`src/rtl/sdram_arbiter.sv`:
```
// Round-robin arbiter sharing one Avalon-MM SDRAM master among NUM_REQUESTERS cores.
// Tracks the owner of every outstanding read and steers readdatavalid back to it.
module sdram_arbiter #(
  parameter int unsigned NUM_REQUESTERS = 4,
  parameter int unsigned WORD_WIDTH     = 32,
  parameter int unsigned ADDRESS_WIDTH  = 24,
  parameter int unsigned MAX_PENDING    = 8
) (
  input  logic                                    clock,
  input  logic                                    reset,
  input  logic [NUM_REQUESTERS*ADDRESS_WIDTH-1:0] req_address,
  input  logic [NUM_REQUESTERS-1:0]               req_read,
  input  logic [NUM_REQUESTERS-1:0]               req_write,
  input  logic [NUM_REQUESTERS*WORD_WIDTH-1:0]    req_writedata,
  output logic [NUM_REQUESTERS-1:0]               req_waitrequest,
  output logic [WORD_WIDTH-1:0]                   req_readdata,
  output logic [NUM_REQUESTERS-1:0]               req_readdatavalid,
  output logic [ADDRESS_WIDTH-1:0]                sdram_address,
  output logic                                    sdram_read,
  output logic                                    sdram_write,
  output logic [WORD_WIDTH-1:0]                   sdram_writedata,
  input  logic                                    sdram_waitrequest,
  input  logic [WORD_WIDTH-1:0]                   sdram_readdata,
  input  logic                                    sdram_readdatavalid,
  output logic [$clog2(MAX_PENDING):0]            pending_count,
  output logic                                    protocol_error
);

  localparam int unsigned IDW = $clog2(NUM_REQUESTERS);
  localparam int unsigned PW  = $clog2(MAX_PENDING);
  localparam int unsigned CW  = PW + 1;

  typedef enum logic {IDLE, ISSUE} state_t;

  state_t                   state_q, state_d;
  logic [IDW-1:0]           rr_ptr_q, rr_ptr_d;
  logic [IDW-1:0]           grant_q, grant_d;
  logic [ADDRESS_WIDTH-1:0] sdram_address_q, sdram_address_d;
  logic                     sdram_read_q, sdram_read_d;
  logic                     sdram_write_q, sdram_write_d;
  logic [WORD_WIDTH-1:0]    sdram_writedata_q, sdram_writedata_d;
  logic [IDW-1:0]           fifo_q [MAX_PENDING];
  logic [IDW-1:0]           fifo_d [MAX_PENDING];
  logic [PW-1:0]            wr_ptr_q, wr_ptr_d;
  logic [PW-1:0]            rd_ptr_q, rd_ptr_d;
  logic [CW-1:0]            count_q, count_d;
  logic                     protocol_error_q, protocol_error_d;

  logic                      fifo_full;
  logic [NUM_REQUESTERS-1:0] eligible;
  logic                      pick_valid;
  logic [IDW-1:0]            pick_id;
  logic [IDW-1:0]            cand;
  logic [ADDRESS_WIDTH-1:0]  sel_address;
  logic [WORD_WIDTH-1:0]     sel_writedata;
  logic                      push;
  logic                      pop;

  assign fifo_full = (count_q == CW'(MAX_PENDING));

  // A requester asserting read (with or without write) is treated as a read,
  // so it waits for a free FIFO slot even if write is also asserted.
  always_comb begin
    eligible = '0;
    for (int unsigned i = 0; i < NUM_REQUESTERS; i++) begin
      eligible[i] = req_read[i] ? !fifo_full : req_write[i];
    end
  end

  always_comb begin
    pick_valid = 1'b0;
    pick_id    = '0;
    cand       = '0;
    for (int unsigned k = 0; k < NUM_REQUESTERS; k++) begin
      cand = IDW'((32'(rr_ptr_q) + k) % NUM_REQUESTERS);
      if (!pick_valid && eligible[cand]) begin
        pick_valid = 1'b1;
        pick_id    = cand;
      end
    end
  end

  always_comb begin
    sel_address   = '0;
    sel_writedata = '0;
    for (int unsigned i = 0; i < NUM_REQUESTERS; i++) begin
      if (pick_id == IDW'(i)) begin
        sel_address   = req_address[i*ADDRESS_WIDTH +: ADDRESS_WIDTH];
        sel_writedata = req_writedata[i*WORD_WIDTH +: WORD_WIDTH];
      end
    end
  end

  always_comb begin
    state_d           = state_q;
    rr_ptr_d          = rr_ptr_q;
    grant_d           = grant_q;
    sdram_address_d   = sdram_address_q;
    sdram_read_d      = sdram_read_q;
    sdram_write_d     = sdram_write_q;
    sdram_writedata_d = sdram_writedata_q;
    req_waitrequest   = '1;
    push              = 1'b0;
    case (state_q)
      IDLE: begin
        if (pick_valid) begin
          state_d           = ISSUE;
          grant_d           = pick_id;
          sdram_read_d      = req_read[pick_id];
          sdram_write_d     = !req_read[pick_id];
          sdram_address_d   = sel_address;
          sdram_writedata_d = sel_writedata;
        end
      end
      ISSUE: begin
        if (!sdram_waitrequest) begin
          req_waitrequest[grant_q] = 1'b0;
          push                     = sdram_read_q;
          sdram_read_d             = 1'b0;
          sdram_write_d            = 1'b0;
          rr_ptr_d = (grant_q == IDW'(NUM_REQUESTERS - 1)) ? '0 : grant_q + IDW'(1);
          state_d  = IDLE;
        end
      end
      default: state_d = IDLE;
    endcase
  end

  // Responses are returned in issue order, so the FIFO head names the owner.
  always_comb begin
    pop               = sdram_readdatavalid && (count_q != '0);
    protocol_error_d  = protocol_error_q | (sdram_readdatavalid && (count_q == '0));
    req_readdata      = sdram_readdata;
    req_readdatavalid = '0;
    if (pop) req_readdatavalid[fifo_q[rd_ptr_q]] = 1'b1;
    fifo_d   = fifo_q;
    wr_ptr_d = wr_ptr_q;
    rd_ptr_d = rd_ptr_q;
    count_d  = count_q;
    if (push) begin
      fifo_d[wr_ptr_q] = grant_q;
      wr_ptr_d         = wr_ptr_q + PW'(1);
    end
    if (pop) rd_ptr_d = rd_ptr_q + PW'(1);
    case ({push, pop})
      2'b10:   count_d = count_q + CW'(1);
      2'b01:   count_d = count_q - CW'(1);
      default: count_d = count_q;
    endcase
  end

  always_ff @(posedge clock) begin
    if (reset) begin
      state_q           <= IDLE;
      rr_ptr_q          <= '0;
      grant_q           <= '0;
      sdram_address_q   <= '0;
      sdram_read_q      <= 1'b0;
      sdram_write_q     <= 1'b0;
      sdram_writedata_q <= '0;
      fifo_q            <= '{default: '0};
      wr_ptr_q          <= '0;
      rd_ptr_q          <= '0;
      count_q           <= '0;
      protocol_error_q  <= 1'b0;
    end else begin
      state_q           <= state_d;
      rr_ptr_q          <= rr_ptr_d;
      grant_q           <= grant_d;
      sdram_address_q   <= sdram_address_d;
      sdram_read_q      <= sdram_read_d;
      sdram_write_q     <= sdram_write_d;
      sdram_writedata_q <= sdram_writedata_d;
      fifo_q            <= fifo_d;
      wr_ptr_q          <= wr_ptr_d;
      rd_ptr_q          <= rd_ptr_d;
      count_q           <= count_d;
      protocol_error_q  <= protocol_error_d;
    end
  end

  assign sdram_address   = sdram_address_q;
  assign sdram_read      = sdram_read_q;
  assign sdram_write     = sdram_write_q;
  assign sdram_writedata = sdram_writedata_q;
  assign pending_count   = count_q;
  assign protocol_error  = protocol_error_q;

endmodule

```
`config.mk`:
```
export PLATFORM = sky130hd
export DESIGN_NAME = sdram_arbiter
export DESIGN_NICKNAME = d
export VERILOG_FILES = /design/src/rtl/sdram_arbiter.sv
export SDC_FILE = /design/constraint.sdc
export NUM_CORES = 1
export LEC_CHECK = 0
export CORE_AREA = 4 4 143 145
export CTS_BUF_LIST = sky130_fd_sc_hd__clkbuf_16
export DETAILED_ROUTE_END_ITERATION = 10
export DIE_AREA = 0 0 147 149
export PLACE_DENSITY = 0.62
export SLEW_MARGIN = 20
export SYNTH_ARGS = -nofsm -noshare
export SYNTH_HDL_FRONTEND = slang
export SYNTH_SLANG_ARGS = --single-unit
```
`constraint.sdc`:
```
create_clock -name clock -period 2.7 [get_ports clock]
set_input_delay 0.54 -clock clock [delete_from_list [all_inputs] [get_ports clock]]
set_output_delay 0.54 -clock clock [all_outputs]
set_load 0.02 [all_outputs]
```
* Yosys cells after proc, flatten, opt, wreduce, memory -nomap -nowiden
Cells that the tools add are included.
** Word-level totals
- Register bits after elaboration :: 90
- Input port bits :: 268
- Output and inout bits :: 103
- Logic and storage cells :: 129
** Operators by class
- Add/sub/neg operators :: 8
- Order comparisons :: 12
- Equality and inequality tests :: 9
- Multiplexer cells :: 55
- Bitwise operators :: 6
- Reductions and logical operators :: 20
** Operators by type and width (number)
- 2-to-1 mux 32 bit :: 4
- 2-to-1 mux 24 bit :: 4
- 2-to-1 mux 1 bit :: 22
- less-than comparator 2 x 3 -> 1 bit, second input constant :: 7
- bitwise mux 16 bit :: 1
- 2-to-1 mux 2 bit :: 8
- 2-to-1 mux 4 bit :: 3
- binary-select mux 1 bit (select 2 bit) :: 5
- equality test 2 bit, second input constant :: 4
- greater-or-equal comparator 4 bit, second input constant :: 2
- logical AND 1 bit :: 8
- NOT 3 -> 4 bit :: 2
- case mux 4 bit (2 select lines) :: 1
- adder 3 x 1 -> 3 bit, second input constant :: 2
- binary-select mux 2 bit (select 3 bit) :: 1
- demux 2 bit (select 3 bit) :: 1
- case mux 1 bit (2 select lines) :: 3
- AND reduction 2 bit :: 3
- logical NOT 1 bit :: 5
- adder 2 x 1 -> 2 bit, second input constant :: 2
- adder 2 bit, second input constant :: 2
- adder 4 x 1 -> 4 bit, second input constant :: 1
- demux 1 bit (select 2 bit) :: 2
- equality test 2 x 1 -> 1 bit, second input constant :: 2
- other kinds (12) :: 15

* Longest topological paths before layout
Gate-level depths: netlist of the first run.
- Word-level depth :: 20
- Depth in mapped cells :: 10
- Mapped depth without buffers :: 9

* Least setup slack after synthesis of the first run
No wires, ideal clock.
- Path type :: register -> output
- Start :: register rd_ptr_q[0]
- End :: output port req_readdatavalid[0]
- Arrival :: 2.030 ns
- Required time :: 2.160 ns
- Path slack :: 0.130 ns
- Stages on the path, launching flop included :: 6
- Path buffers :: 1
- Path through :: dfxtp_1 -> clkbuf_1 -> mux4_2 -> mux2_2 -> or3b_1 -> nor2_1
** Between the ends
- Longest elaborated chain between the ends :: 9
- Elaborated cells between the ends (all ways) :: 10
- Those cells by class :: 2 x order compare; 6 x mux; 1 x bitwise; 1 x reduce/logical
** RTL lines
- start: declaration :: line 45 : logic [PW-1:0] rd_ptr_q, rd_ptr_d;
- start signal: assignment :: line 176 : rd_ptr_q <= rd_ptr_d;
- NOT 3 -> 4 bit (not written as such) (*) :: line 135 : if (pop) req_readdatavalid[fifo_q[rd_ptr_q]] = 1'b1;
- binary-select mux 2 bit (select 3 bit) (*) :: line 135
- 2-to-1 mux 2 bit (not written as such) (*) (2 in series) :: line 135
- less-than comparator 2 x 3 -> 1 bit (not written as such) or greater-or-equal comparator 2 x 1 -> 1 bit (tied branches) :: line 135
- logical AND 1 bit (not written as such) :: line 135
- 2-to-1 mux 1 bit (not written as such) :: line 135
- demux 1 bit (select 2 bit) (*) :: line 135
- 2-to-1 mux 4 bit (*) :: line 135
- end: declaration :: line 17 : output logic [NUM_REQUESTERS-1:0] req_readdatavalid,
Every way passes the cells marked *; elsewhere a longest branch is shown, timed or not. The select of a mux whose other input is x is not followed.

* Worst setup path in the final report of the first run
Ends and elaborated chain as after synthesis.

==> results.json, run 1 <==
{
  "finalSetupViolCount": 0,
  "synth_top_family_by_area": "multiplexers",
  "power.leakage_nw": 4.00,
  "drive_gt1_share_pct": 9.47,
  "synth-xor-area-share_pct": 1.18,
  "h-tree-depth": 3,
  "core_mm2": 0.0192,
  "yosysSeqAreaShare_pct": 34.7,
  "synth_compound_area_share_pct": 13.4,
  "drcViolationCount": 0,
  "ys_ff_latch": 90,
  "n_antenna_cell": 0,
  "io_pins": 371,
  "grt_pass1_wl_mm": 29.2,
  "maxCapViolCount": 0,
  "die_h_um": 149,
  "rows": 51,
  "synthAdderAreaFrac_pct": 2.55,
  "fin_crit_sh_pct": 99.1,
  "synthCells": 550,
  "ys_warn_count": 0,
  "synth_ff_type": "dfxtp_1",
  "crit_type": "reg -> out",
  "worst_pin_slew_ns": 0.491,
  "cts_tree": "built",
  "max-clock-path-buffers": 2,
  "wirelength_mm": 19.6,
  "async_flop_share_pct": 0,
  "critPathRequiredTime_ns": 2.16,
  "fin_nets": 1118,
  "vias": 5185,
  "crit_fanout": 4,
  "path_clk_slew_ns": 0.07,
  "outcome": "finished, final reports clean",
  "die_w_um": 147,
  "drt-pass1-iter-count": 4,
  "vdd_ir_drop_max_mv": 0.265,
  "place_congestion": 0.801,
  "cts_hold_buffers": 0,
  "grt-ovfl-total": 0,
  "avgSynthCellArea_um2": 9.45,
  "period_minus_slack_ns": 2.68,
  "timing.fmax_mhz": 374,
  "synth.area.mux_share_pct": 27.4,
  "synth-edff-count": 0,
  "startpoint_type": "flip-flop",
  "grt_max_degree": 36,
  "hold_violations": 0,
  "maxSlewViolCount": 0,
  "ys_types": 42,
  "finalPower_w": 0.00415,
  "critical_path_arrival_ns": 2.14,
  "via_per_inst": 4.67,
  "track_usage_pct": 17.0,
  "syn_to_final_growth_pct": 71.6,
  "io_buffers": 306,
  "ant_nets": 0,
  "syn_nets": 828,
  "grt_antenna_before_repair": 0,
  "numCtsBuffers": 9,
  "rsz0062_at_grt": "true",
  "hold_class": "reg -> reg",
  "clk_latency_ns": 0.35,
  "syn_area_mm2": 0.00520,
  "whs_ns": 0.459,
  "grt_pass1_vias": 5303,
  "cts_sinks": 90,
  "yosys.area_share.simple_pct": 11.8,
  "start_util_pct": 27.1,
  "end_kind": "primary output",
  "skew_ns": 0.00900,
  "p_per_area_mw_per_mm2": 465,
  "drt_iter0_drc": 187,
  "slew_headroom_pct": 67.0,
  "hpwlAfterDp_mm": 15.6,
  "die-area_mm2": 0.0219,
  "root_buffer": "clkbuf_16",
  "wire_per_inst_um": 17.6
}
-- Yosys cell counts, drive strengths merged, types with 2 or more instances --
cell type / count / area share, %
o221ai: 57 / 9.6
xor2: 5 / 0.84
mux2i: 130 / 25
xnor2: 2 / 0.34
clkbuf: 24 / 1.7
nor2b: 3 / 0.36
mux4: 4 / 1.7
nor2: 43 / 3.2
nor3b: 2 / 0.29
a21o: 5 / 0.72
ha: 9 / 2.2
dfxtp: 90 / 35
nor3: 3 / 0.29
and2: 2 / 0.24
nor4b: 2 / 0.63
o21ai: 5 / 0.48
a21oi: 14 / 1.3
nand3: 6 / 0.58
mux2: 3 / 0.65
nand3b: 2 / 0.29
inv: 6 / 0.43
buf: 48 / 6.9
nand2: 71 / 5.1
-- worst paths after layout --
path,start,endpoint,slack (ns),depth (start not counted)
setup reg to reg,pending_count[1]$_SDFFE_PP0P_,sdram_writedata[28]$_SDFFE_PP0P_,0.16,8
hold reg to reg,fifo_q[14]$_SDFFE_PP0P_,fifo_q[14]$_SDFFE_PP0P_,0.46,2
setup / recovery,rd_ptr_q[0]$_SDFFE_PP0P_,req_readdatavalid[0],0.02,5
hold / removal,fifo_q[14]$_SDFFE_PP0P_,fifo_q[14]$_SDFFE_PP0P_,0.46,2
-- power breakdown --
part,switching (W),internal [W],leakage [nW]
Combinational,0.000551,0.000761,3.12
Clock,0.000584,0.000727,0.146
Sequential,0.0000769,0.00145,0.739
Total,0.00121,0.00294,4.00
-- metrics by stage --
| stage | area [um2] | setup WS [ns] | utilization [%] | setup TNS [ns] | std cells |
|---|---|---|---|---|---|
| detailed placement | 8600 | -0.174 | 44.8 | -0.581 | 1094 |
| global route | 8920 | -0.0385 | 46.5 | -0.0743 | 1110 |
| global placement | 8600 | -0.0960 | 44.8 | -0.284 | 1094 |
| CTS | 8900 | -0.00484 | 46.3 | -0.00484 | 1110 |
| finish | 8920 | 0.0243 | 46.5 | 0 | 1110 |
| floorplan | 5200 | 0.130 | - | 0 | 550 |
-- placed cells by master, fill, tap and decap left out, drive strengths merged, types with 2 or more instances in the layout --
master / Yosys / layout
a21o: 5 / 5
a21oi: 14 / 14
and2: 2 / 2
buf: 48 / 47
clkbuf: 24 / 9
clkdlybuf4s50: 0 / 302
clkinv: 0 / 3
dfxtp: 90 / 90
ha: 9 / 9
inv: 6 / 8
mux2: 3 / 3
mux2i: 130 / 130
mux4: 4 / 4
nand2: 71 / 71
nand3: 6 / 6
nand3b: 2 / 2
nor2: 43 / 43
nor2b: 3 / 3
nor3: 3 / 3
nor3b: 2 / 2
nor4b: 2 / 2
o21ai: 5 / 5
o221ai: 57 / 57
xnor2: 2 / 2
xor2: 5 / 5
-- cells by family after synthesis --
kind of cell / Yosys count
AOI/OAI and AO/OA: 88
xor gates and xnor gates: 7
adders and majority gates: 10
buffers and inverters: 78
DFF: 90
muxes: 137
and+or+nand+nor: 140
-- repair_timing --
item,in CTS,in global routing
gates resized for setup,15,7
endpoints found under the setup margin,4,3
buffers inserted,0,0
pin swaps,0,2
-- state kept, by name, summed over array words and instances (netlist names) --
name,cells
grant_q,2
sdram_address,24
sdram_write,1
fifo_q,16
protocol_error,1
rr_ptr_q,2
sdram_read,1
wr_ptr_q,3
pending_count,4
state_q,1
sdram_writedata,32
rd_ptr_q,3
-- per-layer routing --
layer | global-route usage, % | wire length [um] | up-vias | part of all wire (%)
met1 | 20.4 | 8060 | 2365 | 41
li1 | - | - | 2567 | -
met4 | 6.24 | 442 | 0 | 2.3
met2 | 28.8 | 9420 | 221 | 48
met3 | 5.29 | 1630 | 32 | 8.4
met5 | 0 | 0 | - | 0
-- layout make-up --
cell class / instances / area, um2
Fill cell: 1835 / 10300
Timing Repair Buffer: 351 / 3500
Multi-Input combinational cell: 382 / 2960
Sequential cell: 90 / 1810
Tap cell: 265 / 332
Clock buffer: 9 / 225
Clock inverter: 7 / 77.6
Inverter: 6 / 22.5
-- critical path, cell delays in order, from the launching register on --
cell and delay [ns]:
dfxtp_4 0.37, mux4_2 0.51, mux2_4 0.28, or3b_4 0.40, nor2_4 0.11, buf_6 0.12
Power figures use the tool's default switching activity.
==> run 2, diff against run 1 <==
--- a/config.mk
+++ b/config.mk
@@ -5,11 +5,11 @@
 export SDC_FILE = /design/constraint.sdc
 export NUM_CORES = 1
 export LEC_CHECK = 0
-export CORE_AREA = 4 4 143 145
+export CORE_AREA = 2 2 145 147
 export CTS_BUF_LIST = sky130_fd_sc_hd__clkbuf_16
 export DETAILED_ROUTE_END_ITERATION = 10
 export DIE_AREA = 0 0 147 149
-export PLACE_DENSITY = 0.62
+export PLACE_DENSITY = 0.59
 export SLEW_MARGIN = 20
 export SYNTH_ARGS = -nofsm -noshare
 export SYNTH_HDL_FRONTEND = slang
==> run 2 against run 1 <==
Net effect: design area down 0.53%; first-iteration DRC count up 16%; sequential share of layout area up 0.11 points; cell count up 0.18%; sequential power about the same; maximum frequency up 1.8%; register-to-register slack better by 0.03 ns; die area unchanged; critical path type unchanged; critical endpoint unchanged; highest routed layer unchanged.
==> results.json, run 2 (same netlist as run 1, synthesis figures left out) <==
{
  "io_pins": 371,
  "largest_reg_flops": 32,
  "r2r-end": "pending_count[3]$_SDFFE_PP0P_",
  "fill_cells": 1982,
  "track_usage_pct": 17.0,
  "vdd_ir_drop_max_mv": 0.262,
  "hold_violations": 0,
  "p_seq_share_pct": 35.8,
  "critical_path_arrival_ns": 2.09,
  "wirelength_mm": 19.1,
  "comb_power_share_pct": 30.4,
  "skew_ns": 0.00503,
  "timing.fmax_mhz": 380,
  "finalSetupViolCount": 0,
  "critPathRequiredTime_ns": 2.16,
  "drt_iter0_drc": 217,
  "die_h_um": 149,
  "rsz0062_at_grt": "true",
  "place_congestion": 0.796,
  "startpoint_type": "flip-flop",
  "wire_per_inst_um": 17.1,
  "n_antenna_cell": 0,
  "maxSlewViolCount": 0,
  "finalWorstSetupSlack_ns": 0.0711,
  "rr_startpoint": "pending_count[0]$_SDFFE_PP0P_",
  "grt_max_degree": 58,
  "cts_hold_buffers": 0,
  "final_common_cell": "clkdlybuf4s50_1",
  "fin_nets": 1110,
  "swShare_pct": 27.3,
  "slew_headroom_pct": 68.1,
  "start_util_pct": 25.3,
  "dp_slack_ns": -0.127,
  "maxCapViolCount": 0,
  "cts_tree": "built",
  "crit_fanout": 3,
  "grt_antenna_before_repair": 0,
  "die_w_um": 147,
  "h-tree-depth": 3,
  "ant_nets": 0,
  "rows": 53,
  "whs_ns": 0.454,
  "hold_end": "fifo_q[14]$_SDFFE_PP0P_",
  "clk_latency_ns": 0.34,
  "grt-ovfl-total": 0,
  "core_mm2": 0.0206,
  "hold_class": "reg -> reg",
  "rr_worst_depth": 11,
  "syn_to_final_growth_pct": 70.7,
  "power.leakage_nw": 3.98,
  "netSwitchingPower_w": 0.00116,
  "cts_sinks": 90,
  "drt-pass1-iter-count": 4,
  "p_clk_share_pct": 33.7,
  "hpwlAfterDp_mm": 14.9,
  "root_buffer": "clkbuf_16",
  "io_buffers": 306,
  "drive_gt1_share_pct": 8.48,
  "crit_type": "reg -> out",
  "finalPower_w": 0.00426,
  "die-area_mm2": 0.0219,
  "fin_crit_sh_pct": 97.4,
  "outcome": "finished, final reports clean",
  "via_per_inst": 4.61,
  "r2r_slack_ns": 0.19,
  "end_kind": "primary output",
  "mostFrequentLayoutCells": "clkdlybuf4s50_1, mux2i_1, dfxtp_1",
  "p_int_w": 0.00310,
  "worst_pin_slew_ns": 0.474,
  "grt_pass1_vias": 5126,
  "path_clk_slew_ns": 0.06,
  "fin_cells": 1112,
  "drcViolationCount": 0,
  "hold_depth": 2,
  "p_per_area_mw_per_mm2": 480,
  "numCtsBuffers": 9,
  "place_inst": 1095,
  "vias": 5122,
  "max-clock-path-buffers": 2,
  "grt_pass1_wl_mm": 28.8,
  "period_minus_slack_ns": 2.63,
  "min-delay-start": "fifo_q[14]$_SDFFE_PP0P_"
}
[run 2: cell types whose count changed in the layout (fill, tap and decap cells not counted), moves of 2 or more]
cell       before  now
buf_12          8    6
buf_4          37   32
bufinv_16       1    3
inv_1           6    8
inv_6           2    0
[run 2: power by group through the flow]
stage / logic (W) / registers (W) / clock network (W)
detailed placement: 0.00131 / 0.00156 / 0
global route: 0.00139 / 0.00155 / 0.00156
floorplan: 0.000474 / 0.00169 / 0
CTS: 0.00131 / 0.00153 / 0.00149
finish: 0.00130 / 0.00153 / 0.00144
global placement: 0.00131 / 0.00156 / 0
[run 2: layout make-up]
type / count / area [um2] / share of cell area, %
Timing Repair Buffer: 343 / 3410 / 38.4
Multi-Input combinational cell: 382 / 2960 / 33.3
Sequential cell: 90 / 1810 / 20.3
Tap cell: 275 / 344 / 3.88
Clock buffer: 9 / 225 / 2.54
Clock inverter: 7 / 110 / 1.24
Inverter: 6 / 22.5 / 0.254
[run 2: worst max path at each step]
stage / start / to / slack (ns) / cells after the start
after global placement: req_read[0] / sdram_writedata[26]$_SDFFE_PP0P_ / -0.1 / 8
after CTS: rd_ptr_q[0]$_SDFFE_PP0P_ / req_readdatavalid[1] / 0.008 / 5
after global routing: pending_count[0]$_SDFFE_PP0P_ / pending_count[3]$_SDFFE_PP0P_ / -0.01 / 11
final: rd_ptr_q[0]$_SDFFE_PP0P_ / req_readdatavalid[0] / 0.07 / 5
after floorplan: rd_ptr_q[0]$_SDFFE_PP0P_ / req_readdatavalid[0] / 0.13 / 5
after detailed placement: req_read[0] / sdram_writedata[26]$_SDFFE_PP0P_ / -0.13 / 8
[run 2: metrics by stage]
stage               TNS [ns]  util (%)  cell area, um2
global route         -0.0153      43.2            8870
CTS                        0      43.0            8840
global placement      -0.430      41.4            8520
finish                     0      43.2            8870
detailed placement    -0.874      41.4            8520
floorplan                  0         -            5200
[run 2: what timing repair did]
action                                  4_1_cts  5_1_grt
setup buffers                                 0        1
endpoints found under the setup margin        4        6
pin swaps                                     0        1
gates resized for setup                      11       11
[run 2: per-layer routing]
layer / wire length (um) / share of wire (%) / track usage, % / up-vias
met5: 0 / 0 / 0 / -
met1: 7880 / 41 / 20.6 / 2297
met2: 9050 / 47 / 28.3 / 237
li1: - / - / - / 2554
met3: 1700 / 8.9 / 5.78 / 34
met4: 434 / 2.3 / 5.91 / 0
[run 2: critical path, stage by stage (launching register included)]
cell,delay [ns]
dfxtp_4,0.36
mux4_2,0.48
mux2_4,0.29
or3b_4,0.39
nor2_2,0.09
buf_4,0.14
==> run 3, diff against run 2 <==
==> constraint.sdc (replaced) <==
create_clock -name clock -period 2.74 [get_ports clock]
set_input_delay 0.548 -clock clock [delete_from_list [all_inputs] [get_ports clock]]
set_output_delay 0.548 -clock clock [all_outputs]
set_load 0.02 [all_outputs]
==> run 3 against run 2 <==
Net effect: clock power shrank 13%; design area shrank 0.66%; critical endpoint is now req_readdatavalid[1]; largest power group unchanged; sequential power is essentially flat; setup slack lost 0.046 ns; hold slack gained 0.0082 ns; utilization shrank 0.29 points; largest cell class unchanged; wire length is essentially flat; power shrank 5.3%.
==> results.json, run 3 (same netlist as run 1, synthesis figures left out) <==
{
  "syn_to_final_growth_pct": 69.6,
  "via_per_inst": 4.59,
  "core_mm2": 0.0206,
  "largest_reg_flops": 32,
  "slew_headroom_pct": 67.6,
  "io_buffers": 306,
  "track_usage_pct": 16.8,
  "grt_max_degree": 55,
  "setup_tns_ns": 0,
  "drcViolationCount": 0,
  "power.leakage_nw": 3.95,
  "rr_startpoint": "pending_count[2]$_SDFFE_PP0P_",
  "hold_violations": 0,
  "whs_ns": 0.462,
  "io_pins": 371,
  "p_per_area_mw_per_mm2": 458,
  "cts_hold_buffers": 0,
  "ant_nets": 0,
  "h-tree-depth": 3,
  "fin_nets": 1107,
  "r2r-end": "sdram_writedata[2]$_SDFFE_PP0P_",
  "critical_path_arrival_ns": 2.17,
  "drt_iter0_drc": 191,
  "cts_sinks": 90,
  "grt_pass1_vias": 5131,
  "final_common_cell": "clkdlybuf4s50_1",
  "wire_per_inst_um": 17.2,
  "critPathRequiredTime_ns": 2.19,
  "max-clock-path-buffers": 2,
  "dp_slack_ns": -0.102,
  "worst_pin_slew_ns": 0.482,
  "maxCapViolCount": 0,
  "period_minus_slack_ns": 2.71,
  "fin_cells": 1109,
  "grt_pass1_wl_mm": 28.6,
  "crit_fanout": 4,
  "wirelength_mm": 19.1,
  "timing.fmax_mhz": 368,
  "die-area_mm2": 0.0219,
  "finalSetupViolCount": 0,
  "grt_antenna_before_repair": 1,
  "critPathCapture": "req_readdatavalid[1]",
  "vdd_ir_drop_max_mv": 0.270,
  "crit_type": "reg -> out",
  "cts_tree": "built",
  "rr_worst_depth": 9,
  "grt-ovfl-total": 0,
  "place_congestion": 0.792,
  "hold_class": "reg -> reg",
  "maxSlewViolCount": 0,
  "finalWorstSetupSlack_ns": 0.0253,
  "drt-pass1-iter-count": 5,
  "startpoint_type": "flip-flop",
  "mostFrequentLayoutCells": "clkdlybuf4s50_1, mux2i_1, dfxtp_1",
  "start_util_pct": 25.3,
  "root_buffer": "clkbuf_16",
  "outcome": "finished, final reports clean",
  "finalPower_w": 0.00404,
  "clk_latency_ns": 0.35,
  "die_h_um": 149,
  "drive_gt1_share_pct": 8.16,
  "vias": 5094,
  "skew_ns": 0.00539,
  "rows": 53,
  "hpwlAfterDp_mm": 14.8,
  "startpoint": "rd_ptr_q[0]$_SDFFE_PP0P_",
  "numCtsBuffers": 9,
  "end_kind": "primary output",
  "place_inst": 1092,
  "r2r_slack_ns": 0.30,
  "die_w_um": 147,
  "path_clk_slew_ns": 0.07,
  "fin_crit_sh_pct": 99.1
}
## run 3: layout make-up
| class | instances | area (um2) |
|---|---|---|
| diodes | 1 | 2.50 |
| well taps | 275 | 344 |
| clock buffers | 9 | 225 |
| flip-flops and latches | 90 | 1810 |
| clock inverters | 6 | 60.1 |
| multi-input cells | 382 | 2960 |
| inverters | 6 | 22.5 |
| fillers | 2027 | 11700 |
| repair buffers | 340 | 3400 |
## run 3: where the power goes
group | internal, W | switching, W
clock | 0.000698 | 0.000556
combinational | 0.000737 | 0.000543
sequential | 0.00143 | 0.0000743
## run 3: worst min path at each step
| stage | startpoint | to | cells past startpoint |
|---|---|---|---|
| finish | sdram_writedata[21]$_SDFFE_PP0P_ | sdram_writedata[21]$_SDFFE_PP0P_ | 2 |
| global route | fifo_q[14]$_SDFFE_PP0P_ | fifo_q[14]$_SDFFE_PP0P_ | 2 |
| CTS | sdram_address[0]$_SDFFE_PP0P_ | sdram_address[0]$_SDFFE_PP0P_ | 2 |
| detailed placement | sdram_address[22]$_SDFFE_PP0P_ | sdram_address[22]$_SDFFE_PP0P_ | 2 |
| global placement | sdram_address[1]$_SDFFE_PP0P_ | sdram_address[1]$_SDFFE_PP0P_ | 2 |
| floorplan | fifo_q[14]$_SDFFE_PP0P_ | fifo_q[14]$_SDFFE_PP0P_ | 2 |
## run 3: layer usage
metal  share of wire (%)  track usage (%)  vias to the layer above
met5                   0                0                        -
met4                 2.6             6.63                        0
met3                 8.5             5.17                       37
met2                  47             28.1                      220
met1                  42             20.3                     2295
li1                    -                -                     2542
## run 3: stage by stage
step / utilization (%) / cell area, um2
final: 42.9 / 8820
after global routing: 42.9 / 8820
after CTS: 42.7 / 8780
after detailed placement: 41.4 / 8510
after global placement: 41.4 / 8510
after floorplan: - / 5200
## run 3: repair_timing
action,4_1_cts,5_1_grt
resized for setup,11,11
cloned,0,0
setup endpoints to repair,4,6
setup buffers,0,1
pin swaps,0,2
## run 3: critical path, stage by stage (launching register included)
cell,delay (ns)
dfxtp_4,0.38
mux4_2,0.51
mux2_4,0.28
or3b_4,0.41
nor2_2,0.10
buf_4,0.14
==> RTL edit 1, RTL diff (settings of run 3) <==
Set the parameter `MAX_PENDING` to 16 (it was 8).
--- a/src/rtl/sdram_arbiter.sv
+++ b/src/rtl/sdram_arbiter.sv
@@ -4,7 +4,7 @@
   parameter int unsigned NUM_REQUESTERS = 4,
   parameter int unsigned WORD_WIDTH     = 32,
   parameter int unsigned ADDRESS_WIDTH  = 24,
-  parameter int unsigned MAX_PENDING    = 8
+  parameter int unsigned MAX_PENDING    = 16
 ) (
   input  logic                                    clock,
   input  logic                                    reset,
Ports: changed (resized pending_count); port bits go from 371 to 372. The function was not compared with the original's and may differ.
==> RTL edit 1 against run 3 <==
- count of clock-buffer cells in the layout unchanged
- critical endpoint is now req_readdatavalid[2]
- routed wire length increased by 24%
- area after synthesis increased by 19%
- sequential share of layout area increased by 1.4 points
- the run now ends with setup timing left
- cell area increased by 13%
- power increased by 16%
- sequential power increased by 17%
- non-clock buffer count increased by 18
- first-iteration DRC count decreased by 15%
- worst setup slack got worse by 0.064 ns
- sequential cell count increased by 19
- critical path type unchanged
==> RTL edit 1: results (changes against run 3) <==
- Number of library cell types mapped by synthesis: 44 (+4.8%)
- Worst-case hold path end point: sdram_address[12]
- Clock insertion delay at the later pin of the skew report: 0.37 ns (+0.02 ns)
- Length of routed wiring on met1: 9.757 mm (+23%)
- Signal arrival time at the worst endpoint: 2.23 ns (+0.06 ns)
- Number of antenna cells inserted: 0 (-1)
- Capturing element of the worst setup path: req_readdatavalid[2]
- Power dissipated in sequential cells: 1.77 mW (+17%)
- Net Sw Frac: 0.3131 (+0.02280)
- Worst slack at placement: -0.1616 ns (-0.06001 ns)
- Depth of the worst register-to-register path: 10 (+1)
- Number of design-rule violations left by the first detailed-router iteration: 162 (-15%)
- Initial antenna violation count: 0 (-1)
- Setup tns final: -0.09127 ns (-0.09127 ns)
- Synthesized instance count: 653 (+19%)
- Post-route clock skew: 0.01269 ns (+0.007300 ns)
- Fraction of layout cells with a size suffix above 1: 0.1067 (+0.02502)
- Wire length of the first global-routing pass: 34.53 mm (+21%)
- Final setup violation count: 3 (+3)
- Outcome: complete, but fails checks
- Fillers: 1973 (-2.7%)
- Reg-to-reg slack, setup: 0.16 ns (-0.14 ns)
- Final worst-path setup slack: -0.03861 ns (-0.06392 ns)
- Power consumed by combinational cells: 1.52 mW (+19%)
- Violated checks: setup timing
- Startpoint of the worst register-to-register path: pending_count[0]
RTL edit 1: changes by cell type after synthesis, sizes merged, moves of 3 or more:
cell and delta:
mux2i +20, a31oi +4, mux4 +6, and3 +3, a21o -3, nand2b +4, nand2 +3, clkbuf -4
buf +12, inv +5, ha +4, xor2 +3, dfxtp +19, nor2 +30
RTL edit 1: cells by family (layout without fill, tap and decap cells):
kind of cell,count (synthesis),after routing,share of synthesized area
AO/OA/AOI/OAI,88,88,0.1129
AND/OR/NAND/NOR,180,180,0.1242
multiplexers,161,161,0.2802
XOR/XNOR,10,10,0.01412
buffers and inverters,91,385,0.08733
adder cells (fa/ha/maj),14,14,0.02945
flip-flops,109,109,0.3518
RTL edit 1: layer usage:
| layer | vias up | global-route usage |
|---|---|---|
| met4 | 0 | 0.07163 |
| met2 | 245 | 0.3364 |
| met1 | 2702 | 0.2594 |
| met3 | 28 | 0.06728 |
| li1 | 2905 | - |
| met5 | - | 0 |
RTL edit 1: what timing repair did:
action / CTS / global route
setup endpoints to repair: 4 / 6
gates resized for setup: 23 / 4
endpoints found under the hold margin: 0 / 0
buffers inserted: 0 / 0
cloned: 0 / 0
pin swaps: 1 / 2
RTL edit 1: final cells by class:
type,instances,share of cell area
Clock buffer,9,0.02251
Timing Repair Buffer,358,0.3604
Sequential cell,109,0.2185
Inverter,11,0.004128
Multi-Input combinational cell,453,0.3517
Clock inverter,7,0.008380
Tap cell,275,0.03440
RTL edit 1: worst max-delay path, cell delays in order (launching register included):
cell and delay [ns]:
sky130_fd_sc_hd__dfxtp_2 0.36, sky130_fd_sc_hd__buf_12 0.14, sky130_fd_sc_hd__mux4_2 0.50, sky130_fd_sc_hd__mux4_2 0.54, sky130_fd_sc_hd__nor3b_2 0.17, sky130_fd_sc_hd__buf_4 0.16
==> RTL edit 2, RTL diff (settings of run 3) <==
Without the edit above. Put one more register stage on the output `pending_count`, with the module's reset. The value now appears one clock later. The other outputs are not delayed to match.
--- a/src/rtl/sdram_arbiter.sv
+++ b/src/rtl/sdram_arbiter.sv
@@ -183,7 +183,13 @@
   assign sdram_read      = sdram_read_q;
   assign sdram_write     = sdram_write_q;
   assign sdram_writedata = sdram_writedata_q;
-  assign pending_count   = count_q;
+  always_ff @(posedge clock) begin
+    if (reset) begin
+      pending_count <= '0;
+    end else begin
+      pending_count <= count_q;
+    end
+  end
   assign protocol_error  = protocol_error_q;
 
 endmodule
Behaviour: not the same (a bounded check fails within 4 cycles, from zero or initial values and one cycle with reset high).
==> RTL edit 2 against run 3 <==
- routed wire length grew 9.0%
- area after synthesis grew 4.9%
- sequential power grew 3%
- sequential share of layout area is essentially flat
- worst setup slack gained 0.028 ns
- critical path depth is the same
- power grew 5.1%
- die area is the same
- sequential cell count grew 4
- count of clock-buffer cells in the layout is the same
- cell area grew 4.4%
- first-iteration DRC count grew 28%
- combinational power grew 14%
==> RTL edit 2: results (changes against run 3) <==
- Leakage: 3.891 nW (-1.4%)
- Synthesized instance count: 559 (+1.6%)
- Outcome: completed
- Signal arrival time at the worst endpoint: 2.14 ns (-0.03 ns)
- Area share of xor/xnor cells in the synthesized design: 0.01124 (-0.0005545)
- Max-slew headroom: 0.6799 (+0.003938)
- DR vias: 5233 (+2.7%)
- Weighted congestion at the end of routability-driven global placement: 0.8061 (+1.8%)
- Net switching power of the design: 1.302 mW (+11%)
- Post-synth top cells: sky130_fd_sc_hd__mux2i_1 (130), sky130_fd_sc_hd__dfxtp_1 (94), sky130_fd_sc_hd__nand2_1 (71)
- Total wire length after detailed routing: 20.78 mm (+9.0%)
- Post-route clock skew: 0.01337 ns (+0.007975 ns)
- Overall track demand over capacity in global routing: 0.1815 (+0.01316)
- Vias in the first global route: 4984 (-2.9%)
- Worst vdd ir: 0.0002790 V (+3.2%)
- Cell types occupying the most area after synthesis: sky130_fd_sc_hd__dfxtp_1 (34%), sky130_fd_sc_hd__mux2i_1 (24%), sky130_fd_sc_hd__o221ai_1 (7.4%), sky130_fd_sc_hd__buf_4 (5.8%), sky130_fd_sc_hd__nand2_1 (4.9%)
- Number of design-rule violations left by the first detailed-router iteration: 244 (+28%)
- Mux contribution to synthesized area: 0.2633 (-0.01082)
- Post-synthesis share of cell area spent on full adders, half adders and majority gates: 0.02431 (-0.001200)
- Placed cell area: 0.008887 sq mm (+4.5%)
- Area fraction in compound gates after synthesis: 0.1415 (+0.007458)
- Fraction of layout cells with a size suffix above 1: 0.1182 (+0.03656)
- Vias/cell: 4.594 (about the same)
- Syn Nets: 837 (+1.1%)
- Placed instance count: 1120 (+2.6%)
- Portion of the post-synthesis area used by sequential elements: 0.3450 (-0.001616)
- Number of library cell types mapped by synthesis: 43 (+2.4%)
[RTL edit 2: changes by cell type in the layout (fill, tap and decap cells not counted), sizes merged, moves of 2 or more]
cell	before	now
o21ai	5	3
buf	36	56
a21oi	14	16
dfxtp	90	94
inv	7	11
a21o	5	2
nor2	43	46
[RTL edit 2: worst max-delay path: stages, from the launching register on]
cell and delay, ns:
sky130_fd_sc_hd__dfxtp_4 0.37, sky130_fd_sc_hd__mux4_2 0.48, sky130_fd_sc_hd__mux2_4 0.29, sky130_fd_sc_hd__or3b_4 0.38, sky130_fd_sc_hd__nor2_1 0.12, sky130_fd_sc_hd__buf_4 0.15
[RTL edit 2: cell type report]
type                    count  area, sq um
diodes                      1        2.502
clock buffers               9        225.2
clock inverters             7        50.05
fillers                  1944        11360
inverters                   7        26.28
multi-input cells         386         3064
flip-flops and latches     94         1886
well taps                 275        344.1
repair buffers            360         3602
[RTL edit 2: cell families after synthesis]
kind of cell               after synthesis
muxes                                  138
adders and majority gates               10
xor gates and xnor gates                 7
and+or+nand+nor                        144
AOI/OAI and AO/OA                       87
buffers and inverters                   79
DFF                                     94
[RTL edit 2: power by group through the flow]
stage	combinational [mW]	clock, mW	sequential [mW]
4_1_cts	1.48	1.29	1.55
2_1_floorplan	0.621	0	1.70
3_5_place_dp	1.47	0	1.58
5_1_grt	1.56	1.33	1.56
3_3_place_gp	1.47	0	1.58
6_report	1.46	1.24	1.55
[RTL edit 2: repair_timing]
item                                    4_1_cts  5_1_grt
setup buffers                                 0        2
endpoints found under the setup margin        4       20
gates resized for setup                      15        8
gates cloned                                  0        0
pin swaps                                     1        2
[RTL edit 2: per-layer routing]
layer,share of wire,vias to the layer above,GRT usage,wire length (um)
li1,-,2616,-,-
met1,0.44,2406,0.2339,9089
met2,0.48,191,0.3007,9935
met3,0.066,20,0.04587,1378
met4,0.018,0,0.05529,376
met5,0,-,0,0
[RTL edit 2: final timing paths]
check | slack [ns] | start | endpoint | depth (start not counted)
setup reg to reg | 0.24 | count_q[2] | sdram_writedata[14] | 11
hold / removal | 0.45 | fifo_q[15] | fifo_q[15] | 2
setup / recovery | 0.05 | rd_ptr_q[0] | req_readdatavalid[1] | 5
hold reg to reg | 0.45 | fifo_q[15] | fifo_q[15] | 2
[RTL edit 2: stage by stage]
step	setup slack, ns	power [mW]	hold slack [ns]
6_report	0.05345	4.246	0.4543
5_1_grt	-0.01672	4.460	0.4840
4_1_cts	0.02640	4.316	0.4582
3_5_place_dp	-0.1779	3.047	0.4473
3_3_place_gp	-0.1657	3.044	0.4444
2_1_floorplan	0.07325	2.321	0.4334
